File: src/rtl/fp_16_to_32_convert_stream.sv
// rtl/fp_16_to_32_convert_stream.sv - multi-lane pipelined FP16/BF16 to FP32 widening converter
//
// Purpose: converts LANES 16-bit operands per beat (FP16 or BF16, chosen
// per beat by mode_i) to FP32 behind a valid/ready stream interface.
// Conversion is combinational ahead of the first register; later stages
// only delay. Each stage advances when it is empty or everything
// downstream of it can move, so bubbles compress.
//
// Ports:
//   clk_i, rst_ni   clock, asynchronous active-low reset
//   valid_i/ready_o input beat handshake (ready_o combinational from ready_i)
//   mode_i          0 = FP16, 1 = BF16, applies to all lanes of the beat
//   operand_i       LANES x 16-bit operands, lane k at [16k+15:16k]
//   valid_o/ready_i output beat handshake
//   result_o        LANES x FP32 results, lane k at [32k+31:32k]
//   subnormal_o     per lane: input was a nonzero FP16 subnormal
//   nan_o           per lane: input was NaN
//   beat_count_o    accepted input beats, wrapping
module fp_16_to_32_convert_stream #(
  parameter int LANES         = 4,
  parameter int PIPE_STAGES   = 2,
  parameter bit NAN_CANONICAL = 1'b1
) (
  input  logic                  clk_i,
  input  logic                  rst_ni,
  input  logic                  valid_i,
  output logic                  ready_o,
  input  logic                  mode_i,
  input  logic [LANES*16-1:0]   operand_i,
  output logic                  valid_o,
  input  logic                  ready_i,
  output logic [LANES*32-1:0]   result_o,
  output logic [LANES-1:0]      subnormal_o,
  output logic [LANES-1:0]      nan_o,
  output logic [31:0]           beat_count_o
);

  localparam int LAST = PIPE_STAGES - 1;

  // Returns {subnormal, nan, fp32} for one lane.
  function automatic logic [33:0] convert(input logic [15:0] x, input logic bf);
    logic        s;
    logic [4:0]  e;
    logic [9:0]  m;
    logic [3:0]  p;
    logic [19:0] sh;
    logic [31:0] res;
    logic        sub;
    logic        nan;
    s   = x[15];
    e   = x[14:10];
    m   = x[9:0];
    p   = 4'd0;
    sh  = 20'd0;
    res = 32'd0;
    sub = 1'b0;
    nan = 1'b0;
    if (bf) begin
      res = {x, 16'h0000};
      if (x[14:7] == 8'hFF && x[6:0] != 7'd0) begin
        nan = 1'b1;
        res = NAN_CANONICAL ? 32'h7FC0_0000 : (res | 32'h0040_0000);
      end
    end else if (e == 5'd0) begin
      if (m == 10'd0) begin
        res = {s, 31'd0};
      end else begin
        // Leading-one position sets the exponent; shifting it out of the
        // 10-bit field leaves the normalised fraction.
        for (int i = 0; i < 10; i++) begin
          if (m[i]) p = 4'(i);
        end
        sh  = {10'd0, m} << (4'd10 - p);
        res = {s, {4'd0, p} + 8'd103, sh[9:0], 13'h0000};
        sub = 1'b1;
      end
    end else if (e == 5'h1F) begin
      if (m == 10'd0) begin
        res = {s, 8'hFF, 23'd0};
      end else begin
        nan = 1'b1;
        res = NAN_CANONICAL ? 32'h7FC0_0000 : {s, 8'hFF, 1'b1, m[8:0], 13'h0000};
      end
    end else begin
      res = {s, {3'd0, e} + 8'd112, m, 13'h0000};
    end
    return {sub, nan, res};
  endfunction

  logic [PIPE_STAGES-1:0] vld_q;
  logic [PIPE_STAGES-1:0] adv;
  logic [LANES*32-1:0]    res_q [PIPE_STAGES];
  logic [LANES-1:0]       sub_q [PIPE_STAGES];
  logic [LANES-1:0]       nan_q [PIPE_STAGES];
  logic [31:0]            beat_cnt_q;

  logic [LANES*32-1:0]    cvt_res;
  logic [LANES-1:0]       cvt_sub;
  logic [LANES-1:0]       cvt_nan;

  always_comb begin
    logic [33:0] r;
    cvt_res = '0;
    cvt_sub = '0;
    cvt_nan = '0;
    r       = '0;
    for (int k = 0; k < LANES; k++) begin
      r                  = convert(operand_i[16*k +: 16], mode_i);
      cvt_res[32*k +: 32] = r[31:0];
      cvt_nan[k]          = r[32];
      cvt_sub[k]          = r[33];
    end
  end

  // Stage s advances unless ready_i is low and stages s..LAST are all full.
  // Built as a running AND from the output end so there is no
  // self-referencing chain on adv.
  always_comb begin
    logic all_full;
    all_full = 1'b1;
    adv      = '0;
    for (int s = LAST; s >= 0; s--) begin
      all_full = all_full & vld_q[s];
      adv[s]   = ready_i | ~all_full;
    end
  end

  assign ready_o      = adv[0];
  assign valid_o      = vld_q[LAST];
  assign result_o     = res_q[LAST];
  assign subnormal_o  = sub_q[LAST];
  assign nan_o        = nan_q[LAST];
  assign beat_count_o = beat_cnt_q;

  always_ff @(posedge clk_i or negedge rst_ni) begin
    if (!rst_ni) begin
      vld_q      <= '0;
      beat_cnt_q <= '0;
      for (int s = 0; s < PIPE_STAGES; s++) begin
        res_q[s] <= '0;
        sub_q[s] <= '0;
        nan_q[s] <= '0;
      end
    end else begin
      if (valid_i && adv[0]) begin
        beat_cnt_q <= beat_cnt_q + 32'd1;
      end
      if (adv[0]) begin
        vld_q[0] <= valid_i;
        // Payload only moves with a real beat; bubbles leave it untouched.
        if (valid_i) begin
          res_q[0] <= cvt_res;
          sub_q[0] <= cvt_sub;
          nan_q[0] <= cvt_nan;
        end
      end
      for (int s = 1; s < PIPE_STAGES; s++) begin
        if (adv[s]) begin
          vld_q[s] <= vld_q[s-1];
          if (vld_q[s-1]) begin
            res_q[s] <= res_q[s-1];
            sub_q[s] <= sub_q[s-1];
            nan_q[s] <= nan_q[s-1];
          end
        end
      end
    end
  end

endmodule

File: config.mk
export PLATFORM = sky130hd
export DESIGN_NAME = fp_16_to_32_convert_stream
export DESIGN_NICKNAME = d
export VERILOG_FILES = /design/src/rtl/fp_16_to_32_convert_stream.sv
export SDC_FILE = /design/constraint.sdc
export NUM_CORES = 1
export LEC_CHECK = 0
export BUFFER_PORTS_ARGS = -buffer_cell sky130_fd_sc_hd__buf_2
export CAP_MARGIN = 10
export CORE_AREA = 4 4 156 158
export CTS_CLUSTER_DIAMETER = 100
export DETAILED_ROUTE_END_ITERATION = 7
export DIE_AREA = 0 0 160 162
export HOLD_SLACK_MARGIN = 0.1
export PLACE_DENSITY_LB_ADDON = 0.12
export SLEW_MARGIN = 5
export SYNTH_ARGS = -nofsm -noshare
export SYNTH_HDL_FRONTEND = slang
export SYNTH_SLANG_ARGS = --single-unit
export TNS_END_PERCENT = 1
File: constraint.sdc
create_clock -name clk_i -period 6.2 [get_ports clk_i]
set_clock_uncertainty 0.15 [all_clocks]
set_input_delay 0 -clock clk_i [delete_from_list [all_inputs] [get_ports clk_i]]
set_output_delay 0 -clock clk_i [all_outputs]
set_load 0.01 [all_outputs]
==> results of run 1 <==
[worst max-delay path: cells and delay by family]
kind | cells | cell delay, ns
compound gates | 2 | 0.45
buf+inv | 6 | 2.87
simple gates | 2 | 1.14
[kinds of logic (layout without fill, tap and decap cells)]
family | Yosys count | count (layout)
buffers and inverters | 251 | 390
and+or+nand+nor | 396 | 396
muxes | 106 | 106
adders and majority gates | 9 | 9
DFF | 202 | 202
AOI/OAI and AO/OA | 292 | 292
other | 1 | 52
xor gates and xnor gates | 40 | 40
[per-layer routing]
metal | vias up | wire, um
met5 | - | 0
met4 | 0 | 959
met3 | 83 | 2533
met2 | 536 | 15070
met1 | 5061 | 14440
li1 | 4885 | -
[stage by stage]
| stage | utilization (%) | power (W) | hold WS [ns] | setup WS (ns) | instances |
|---|---|---|---|---|---|
| 2_1_floorplan | - | 0.002465 | -0.4456 | 3.638 | 1348 |
| 3_3_place_gp | 54.78 | 0.002628 | -0.06713 | 3.106 | 1624 |
| 3_5_place_dp | 54.78 | 0.002644 | -0.07080 | 3.054 | 1624 |
| 4_1_cts | 63.07 | 0.004109 | 0.1192 | 2.094 | 1777 |
| 5_1_grt | 63.07 | 0.004300 | 0.1523 | 1.696 | 1777 |
| 6_report | 63.07 | 0.004086 | 0.1448 | 1.918 | 1777 |
[worst paths after layout]
kind / to / slack (ns) / cells after the start
worst max-delay path: res_q[209] / 1.92 / 10
min in group asynchronous: res_q[250] / 0.51 / 4
worst min register to register: beat_count_o[31] / 0.32 / 1
worst max register to register: res_q[209] / 2.05 / 8
worst min-delay path: res_q[191] / 0.14 / 3
max in group asynchronous: res_q[212] / 4.58 / 4
[flip-flops by register name (all words and copies together) (netlist names)]
register,count
res_q,76
beat_count_o,32
sub_q,4
vld_q,2
nan_q,4
subnormal_o,4
nan_o,4
result_o,76
[power groups by stage]
| stage | logic [W] | clock network (W) | registers, W |
|---|---|---|---|
| after floorplan | 0.000797 | 0 | 0.00167 |
| after global placement | 0.000924 | 0 | 0.00170 |
| after detailed placement | 0.000933 | 0 | 0.00171 |
| after CTS | 0.00102 | 0.00140 | 0.00169 |
| after global routing | 0.00113 | 0.00146 | 0.00172 |
| final | 0.00103 | 0.00137 | 0.00169 |
[final cells by class]
class	instances	area, um^2	area share (%)
multi-input combinational	895	6095	41.79
clock inverter	4	73.82	0.5062
inverter	45	168.9	1.158
clock buffer	36	694.4	4.762
sequential	202	5055	34.66
timing repair buffer	305	2133	14.63
tap	290	362.8	2.488
[synth_stat cells, drive strengths merged, types with 8 or more instances]
master | n | area (um^2)
o21ai | 56 | 280.3
and3 | 16 | 100.1
or3 | 10 | 73.82
a222oi | 22 | 220.2
a211oi | 8 | 65.06
xor2 | 11 | 103.9
nor2 | 72 | 270.3
nand4 | 10 | 68.81
mux2i | 15 | 150.1
buf | 160 | 1167
nor2b | 16 | 100.1
o31ai | 18 | 140.1
dfrtp | 202 | 5055
nand2b | 19 | 118.9
a22oi | 11 | 82.58
a31oi | 11 | 68.82
or2 | 11 | 68.81
nand2 | 124 | 465.5
xnor2 | 29 | 261.5
nor4 | 9 | 83.83
nor3 | 41 | 257.8
inv | 44 | 165.2
nand3 | 39 | 195.2
ha | 9 | 112.6
o221ai | 11 | 96.34
and2 | 11 | 71.32
o211ai | 14 | 105.1
a21oi | 43 | 215.2
mux2 | 88 | 991.0
clkbuf | 46 | 212.7
[timing repair]
item / 4_1_cts / 5_1_grt
hold buffers: 113 / 0
setup endpoints to repair: 0 / 0
endpoints found under the hold margin: 182 / 0
[cell usage in the layout (no fill, tap or decap), types with 8 or more instances in the layout]
master / count
a21oi_1: 43
a222oi_1: 22
a22oi_1: 11
a31oi_1: 11
and2_1: 10
and3_1: 16
buf_2: 185
clkbuf_16: 23
clkbuf_8: 8
conb_1: 52
dfrtp_1: 202
dlygate4sd3_1: 112
ha_1: 9
inv_1: 43
mux2_2: 88
mux2i_1: 15
nand2_1: 122
nand2b_1: 19
nand3_1: 39
nand4_1: 9
nor2_1: 71
nor2b_1: 16
nor3_1: 32
o211ai_1: 14
o21ai_0: 51
o221ai_1: 11
o31ai_1: 17
or2_2: 9
xnor2_1: 28
xor2_1: 10
==> out/results.ini, run 1 <==
[hold_path]
min_path_type = in2reg
hold_path_startpoint = operand_i[31]

[yosys]
synth.distinct_cells = 96
syn_area_per_cell_um2 = 9.626
synth_area_mm2 = 0.01248
synth_edf_count = 0
synth_flop_cell = dfrtp_1
synth_xor_area_share_pct = 2.926
synth_fa_ha_area_share_pct = 0.9020
synth_top_family_by_area = compound AO/OA/AOI/OAI gates
synthCells = 1297
async_flop_share_pct = 100.0
synth_mux_area_share_pct = 9.681
ys_ff_latch = 202
synth-seq-area-share_pct = 40.49
synth-compound-area-share_pct = 17.19
yosysWarnings = 0
yosys.area_share.simple_pct = 16.38

[floorplan]
fp-row-count = 56
core_mm2 = 0.02312
fp.dieH_um = 162
initial_core_util_pct = 53.99
die_x_um = 160
io_pins = 239
die_area_mm2 = 0.02592

[drt]
vias_per_cell = 5.945
firstDrtPassIters = 7
ant_nets = 0
vias = 10570
drcViolationCount = 0
wl_per_cell_um = 18.57
drt_iter0_drc = 1096
totalWireLength_um = 33000

[power_and_ir_drop]
pwr-share-comb_pct = 25.2
seqPwrFrac_pct = 41.3
p_leak_nw = 6.727
p_sw_w = 0.001220
power_density_mw_per_mm2 = 280.2
p_int_w = 0.002866
sw_frac_of_total_pct = 29.85
vdd_drop_max_v = 0.0001356
p_clk_share_pct = 33.5

[global_routing]
grt_util_all_layers_pct = 24.49
gr-usage-met1_pct = 35.09
grt_pass1_vias = 10150
use_met3_pct = 2.994
antenna_found_initial = 0
busiest_layer = met2
grt_max_degree = 85
grt.overflow.total = 0
grt.met2_usage_pct = 39.02
grt_pass1_wl_um = 53370

[placement]
io_buffers = 186
placed_cell_area_mm2 = 0.01267
detailed_place_hpwl_um = 22530
gp_congestion = 0.9350

[sta]
period_needed_ns = 4.282
fin_crit_sh_pct = 69.06
slew_violations = 0
setup_viol = 0
hold_violations = 0
rsz0062_at_grt = false
fmax_mhz = 233.5
timing.slew.headroom_pct = 26.13
worst-slew-pin-transition_ns = 1.108
setup_tns_ns = 0

[cts]
cts_setup_buffers = 0
cts_made_buffers = 23
cts_buffer_depth = 3
h-tree-depth = 1
cts_resized = 0
cts_root_buf = clkbuf_16
cts_sinks = 202
clkLatencyLatePin_ns = 0.50
clk_pin_slew_worst_paths_ns = 0.06
tritoncts = built

[worst_setup_path]
startpoint_type = input pin
end_kind = flop
cp_slowest_cell = nand3_1
crit_type = in2reg
cp_cell_sequence = dlygate4sd3_1 -> buf_2 -> buf_4 -> clkinv_1 -> nand3_1 -> nor3_1 -> a222oi_1 -> dlygate4sd3_1 -> o21ai_0 -> dlygate4sd3_1
slowest_delay_ns = 0.78
cp_max_fo = 44
required_ns = 6.42
crit_start = mode_i
critPathMostFrequentCell = dlygate4sd3_1
worstReg2RegStart = vld_q[0]
crit_arrival_ns = 4.51

[layout]
n_antenna_cell = 0
fillers = 2016
fin_area_mm2 = 0.01458
drive_gt1_share_pct = 24.48
fin_nets = 1550
areaGrowthSynthToFinish_pct = 16.81

[job]
drv_cap = 0

[run_status]
status = finished, final reports clean

No activity file was read; power rests on OpenSTA's default activity.
==> inputs of run 2 (changes only) <==
==> constraint.sdc (replaced) <==
create_clock -name clk_i -period 4.1 [get_ports clk_i]
set_clock_uncertainty 0.15 [all_clocks]
set_input_delay 0 -clock clk_i [delete_from_list [all_inputs] [get_ports clk_i]]
set_output_delay 0 -clock clk_i [all_outputs]
set_load 0.01 [all_outputs]
==> run 2 against run 1 <==
Compared with the run above: via count fell by 1.1%; final cell count rose by 0.34%; register-to-register slack got worse by 1.5 ns; die area did not move; non-clock buffer count rose by 8; core utilization rose by 0.15 points; clock power rose by 46%; combinational power rose by 52%; final area rose by 0.24%; setup slack got worse by 1.4 ns.
==> out/results.ini, run 2 (synthesized netlist as in run 1, its figures left out) <==
[drt]
vias = 10450
vias_per_cell = 5.860
wl_per_cell_um = 18.98
ant_nets = 0
drt_iter0_drc = 965
firstDrtPassIters = 7
drcViolationCount = 0
totalWireLength_um = 33840

[run_status]
status = finished, final reports clean

[floorplan]
die_area_mm2 = 0.02592
core_mm2 = 0.02312
initial_core_util_pct = 53.99
die_x_um = 160
io_pins = 239
fp.dieH_um = 162
fp-row-count = 56

[cts]
cts_root_buf = clkbuf_16
tritoncts = built
clk_pin_slew_worst_paths_ns = 0.06
cts_sinks = 202
cts_resized = 0
clkLatencyLatePin_ns = 0.50
cts_buffer_depth = 3
cts_made_buffers = 23
h-tree-depth = 1

[sta]
period_needed_ns = 3.566
setup_tns_ns = 0
slew_violations = 0
hold_violations = 0
setup_viol = 0
rsz0062_at_grt = false
worst-slew-pin-transition_ns = 1.015
fin_crit_sh_pct = 86.97
setup_ws_ns = 0.5344
timing.slew.headroom_pct = 31.83
fmax_mhz = 280.5

[global_routing]
grt_pass1_vias = 10150
grt_max_degree = 79
grt_util_all_layers_pct = 25.38
grt_pass1_wl_um = 54570
antenna_found_initial = 0
grt.overflow.total = 0

[placement]
gp_congestion = 0.9247
detailed_place_hpwl_um = 23720
place_ws_ns = 1.187
io_buffers = 186

[power_and_ir_drop]
power_density_mw_per_mm2 = 419.3
vdd_drop_max_v = 0.0002525
p_leak_nw = 6.738

[worst_setup_path]
slowest_delay_ns = 0.55
critPathMostFrequentCell = dlygate4sd3_1
crit_type = in2reg
cp_max_fo = 15
required_ns = 4.33
cp_slowest_cell = dlygate4sd3_1
crit_buf_inv = 3
startpoint_type = input pin
end_kind = flop
cp_cell_sequence = dlygate4sd3_1 -> buf_2 -> nor2b_1 -> nor3_1 -> nand2_1 -> ha_1 -> nor4_1 -> nor2_1 -> and3_1 -> a31o_1 -> a32o_1 -> dlygate4sd3_1
crit_arrival_ns = 3.80
cp_top_family = simple AND/OR/NAND/NOR gates

[layout]
mostFrequentLayoutCells = 202 x dfrtp_1, 185 x buf_2, 122 x nand2_1
fillers = 1993
fin_nets = 1558
mostFrequentLayoutCell = dfrtp_1
areaGrowthSynthToFinish_pct = 17.09
n_antenna_cell = 0
drive_gt1_share_pct = 24.65

[job]
drv_cap = 0

[hold_path]
min_path_type = in2reg

[run 2: metal layers]
layer	global-route usage [%]	up-vias	share of wire, %
met5	0	-	0
met4	5.944	0	2.1
met1	36.72	5097	45
li1	-	4898	-
met2	40.62	406	46
met3	3.908	48	7.2
[run 2: repair_timing]
action	in CTS	in global routing
endpoints found under the setup margin	0	0
hold buffers	116	0
buffers inserted	0	0
hold endpoints to repair	213	0
[run 2: stage by stage]
stage                     area [um^2]  utilization (%)  total power (W)  cells  hold slack [ns]
final                           14620            63.22         0.006129   1783           0.1256
after detailed placement        12700            54.94         0.004014   1629          0.03050
after global placement          12700            54.94         0.003997   1629          0.02896
after CTS                       14620            63.22         0.006168   1783           0.1021
after global routing            14620            63.22         0.006448   1783           0.1704
after floorplan                 12680                -         0.003727   1348          -0.4456
[run 2: cell type report]
| type | instances | area, um^2 | share of cell area (%) |
|---|---|---|---|
| multi-input cells | 895 | 6095 | 41.69 |
| clock buffers | 32 | 649.4 | 4.442 |
| inverters | 45 | 168.9 | 1.156 |
| clock inverters | 6 | 86.33 | 0.5906 |
| well taps | 290 | 362.8 | 2.482 |
| repair buffers | 313 | 2201 | 15.06 |
| flip-flops and latches | 202 | 5055 | 34.58 |
[run 2: where the power goes]
part / internal, W / leakage (nW) / switching [W]
clock: 0.00122 / 0.358 / 0.000781
combinational: 0.000726 / 3.84 / 0.000847
sequential: 0.00233 / 2.54 / 0.000218
[run 2: worst min-delay path, delay by kind of cell]
family / cells / cell delay (ns)
simple gates: 1 / 0.10
buf+inv: 1 / 0.21
compound gates: 3 / 0.42
[run 2: path summary, 6_finish.rpt]
check                      depth (start not counted)          endpoint  slack [ns]     startpoint
setup reg to reg                                   8        res_q[177]        0.54       vld_q[0]
setup / recovery                                  12        res_q[205]        0.53  operand_i[40]
min in group asynchronous                          3  beat_count_o[12]        0.42         rst_ni
max in group asynchronous                          4        res_q[176]        2.54         rst_ni
hold reg to reg                                    2        res_q[223]        0.32     res_q[223]
hold / removal                                     5        res_q[209]        0.13  operand_i[36]
==> inputs of run 3 (changes only) <==
--- a/config.mk
+++ b/config.mk
@@ -12,7 +12,7 @@
 export DETAILED_ROUTE_END_ITERATION = 7
 export DIE_AREA = 0 0 160 162
 export HOLD_SLACK_MARGIN = 0.1
-export PLACE_DENSITY_LB_ADDON = 0.12
+export PLACE_DENSITY_LB_ADDON = 0.15
 export SLEW_MARGIN = 5
 export SYNTH_ARGS = -nofsm -noshare
 export SYNTH_HDL_FRONTEND = slang
==> run 3 against run 2 <==
Compared with the run above: die area did not move; count of clock-buffer cells in the layout up 3; flip-flop and latch count stayed put.
==> out/results.ini, run 3 (synthesized netlist as in run 1, its figures left out) <==
[layout]
mostFrequentLayoutCell = dfrtp_1
regArea_mm2 = 0.005055
fillers = 1977
fin_nets = 1545
mostFrequentLayoutCells = 202 x dfrtp_1, 185 x buf_2, 122 x nand2_1
n_antenna_cell = 0
areaGrowthSynthToFinish_pct = 15.90
multiInputGateArea_mm2 = 0.006095
final_util_pct = 62.58
fin_area_mm2 = 0.01447
drive_gt1_share_pct = 24.56

[worst_setup_path]
required_ns = 4.38
crit_cells = 8
cp_max_fo = 7
cp_top_family = simple AND/OR/NAND/NOR gates
slowest_delay_ns = 0.88
crit_type = reg2reg
critPathMostFrequentCell = dlygate4sd3_1
crit_buf_inv = 3
worstReg2RegStart = vld_q[1]
cp_cell_sequence = and3b_1 -> inv_2 -> nand3_1 -> nor3_1 -> a222oi_1 -> dlygate4sd3_1 -> o21ai_0 -> dlygate4sd3_1
reg2regPathDepth = 8
cp_slowest_cell = nor3_1
end_kind = flop
crit_start = vld_q[1]
crit_arrival_ns = 3.99
startpoint_type = flop

[drt]
met3_length_um = 2341
met2_length_um = 15480
drcViolationCount = 0
firstDrtPassIters = 8
vias = 10460
met1_length_um = 14670
wl_per_cell_um = 18.83
drt_iter0_drc = 1207
vias_per_cell = 5.905
totalWireLength_um = 33360
ant_nets = 0
routed.top_layer = met4

[placement]
placed_cell_area_mm2 = 0.01269
detailed_place_hpwl_um = 23190
gp_congestion = 0.9613
io_buffers = 186

[hold_path]
min_path_type = in2async

[sta]
fin_crit_sh_pct = 90.37
fmax_mhz = 269.9
slew_violations = 0
worst-slew-pin-transition_ns = 1.151
timing.slew.headroom_pct = 23.25
setup_viol = 0
setup_tns_ns = 0
hold_violations = 0
rsz0062_at_grt = false
period_needed_ns = 3.705

[power_and_ir_drop]
p_total_w = 0.006011
vdd_drop_max_v = 0.0002734
p_leak_nw = 6.670
power_density_mw_per_mm2 = 415.5

[floorplan]
initial_core_util_pct = 53.99
die_x_um = 160
io_pins = 239
die_area_mm2 = 0.02592
core_mm2 = 0.02312
fp.dieH_um = 162
fp-row-count = 56

[cts]
clk_pin_slew_worst_paths_ns = 0.06
clkLatencyLatePin_ns = 0.49
cts_resized = 0
tritoncts = built
cts_buffer_depth = 3
cts_root_buf = clkbuf_16
h-tree-depth = 1
cts_made_buffers = 23
cts_sinks = 202

[job]
drv_cap = 0

[global_routing]
grt_pass1_vias = 10190
antenna_found_initial = 0
grt_pass1_wl_um = 53960
grt_util_all_layers_pct = 24.89
grt.overflow.total = 0
grt_max_degree = 121

[run_status]
status = finished, final reports clean

-- run 3: changes by cell type in the layout (fill, tap and decap cells not counted), sizes merged --
cell and delta:
clkbuf +3, clkinv +1, bufinv -2, buf -5
dlygate4sd3 -8
-- run 3: path summary, 6_finish.rpt --
path                                    end  slack (ns)
max in group asynchronous      result_o[77]        2.75
hold / removal                result_o[111]        0.04
setup / recovery                 res_q[209]        0.39
min in group clk_i               res_q[191]        0.15
setup reg to reg                 res_q[209]        0.39
hold reg to reg            beat_count_o[31]        0.32
-- run 3: timing repair --
action,CTS,global route
buffers inserted,0,0
hold buffers,107,0
hold endpoints to repair,221,0
-- run 3: routing by layer --
layer	vias up	GRT usage (%)
met5	-	0
met4	0	6.727
met3	70	3.375
met2	487	39.69
met1	5022	36.07
li1	4884	-
-- run 3: power breakdown --
group	internal, W	switching, W
Combinational	0.000714	0.000846
Sequential	0.00233	0.000212
Clock	0.00114	0.000767
Total	0.00419	0.00183
-- run 3: final cells by class --
class                   count  share of cell area [%]
clock buffers              35                   4.704
clock inverters             5                  0.2162
inverters                  45                   1.167
multi-input cells         895                   42.12
flip-flops and latches    202                   34.94
well taps                 290                   2.508
repair buffers            300                   14.35
-- run 3: worst register-to-register path, stage by stage, from the launching register on --
cell and delay [ns]:
dfrtp_1 0.40, and3b_1 0.28, inv_2 0.16, nand3_1 0.33, nor3_1 0.89, a222oi_1 0.18, dlygate4sd3_1 0.61, o21ai_0 0.07
dlygate4sd3_1 0.57
-- run 3: per-stage QoR --
stage / hold WS, ns / setup WS [ns] / cells
after CTS: 0.1142 / 0.4641 / 1772
after global placement: 0.07130 / 1.212 / 1625
final: 0.04394 / 0.3950 / 1772
after floorplan: -0.4456 / 1.538 / 1348
after detailed placement: 0.07593 / 1.101 / 1625
after global routing: 0.1249 / 0.2402 / 1772
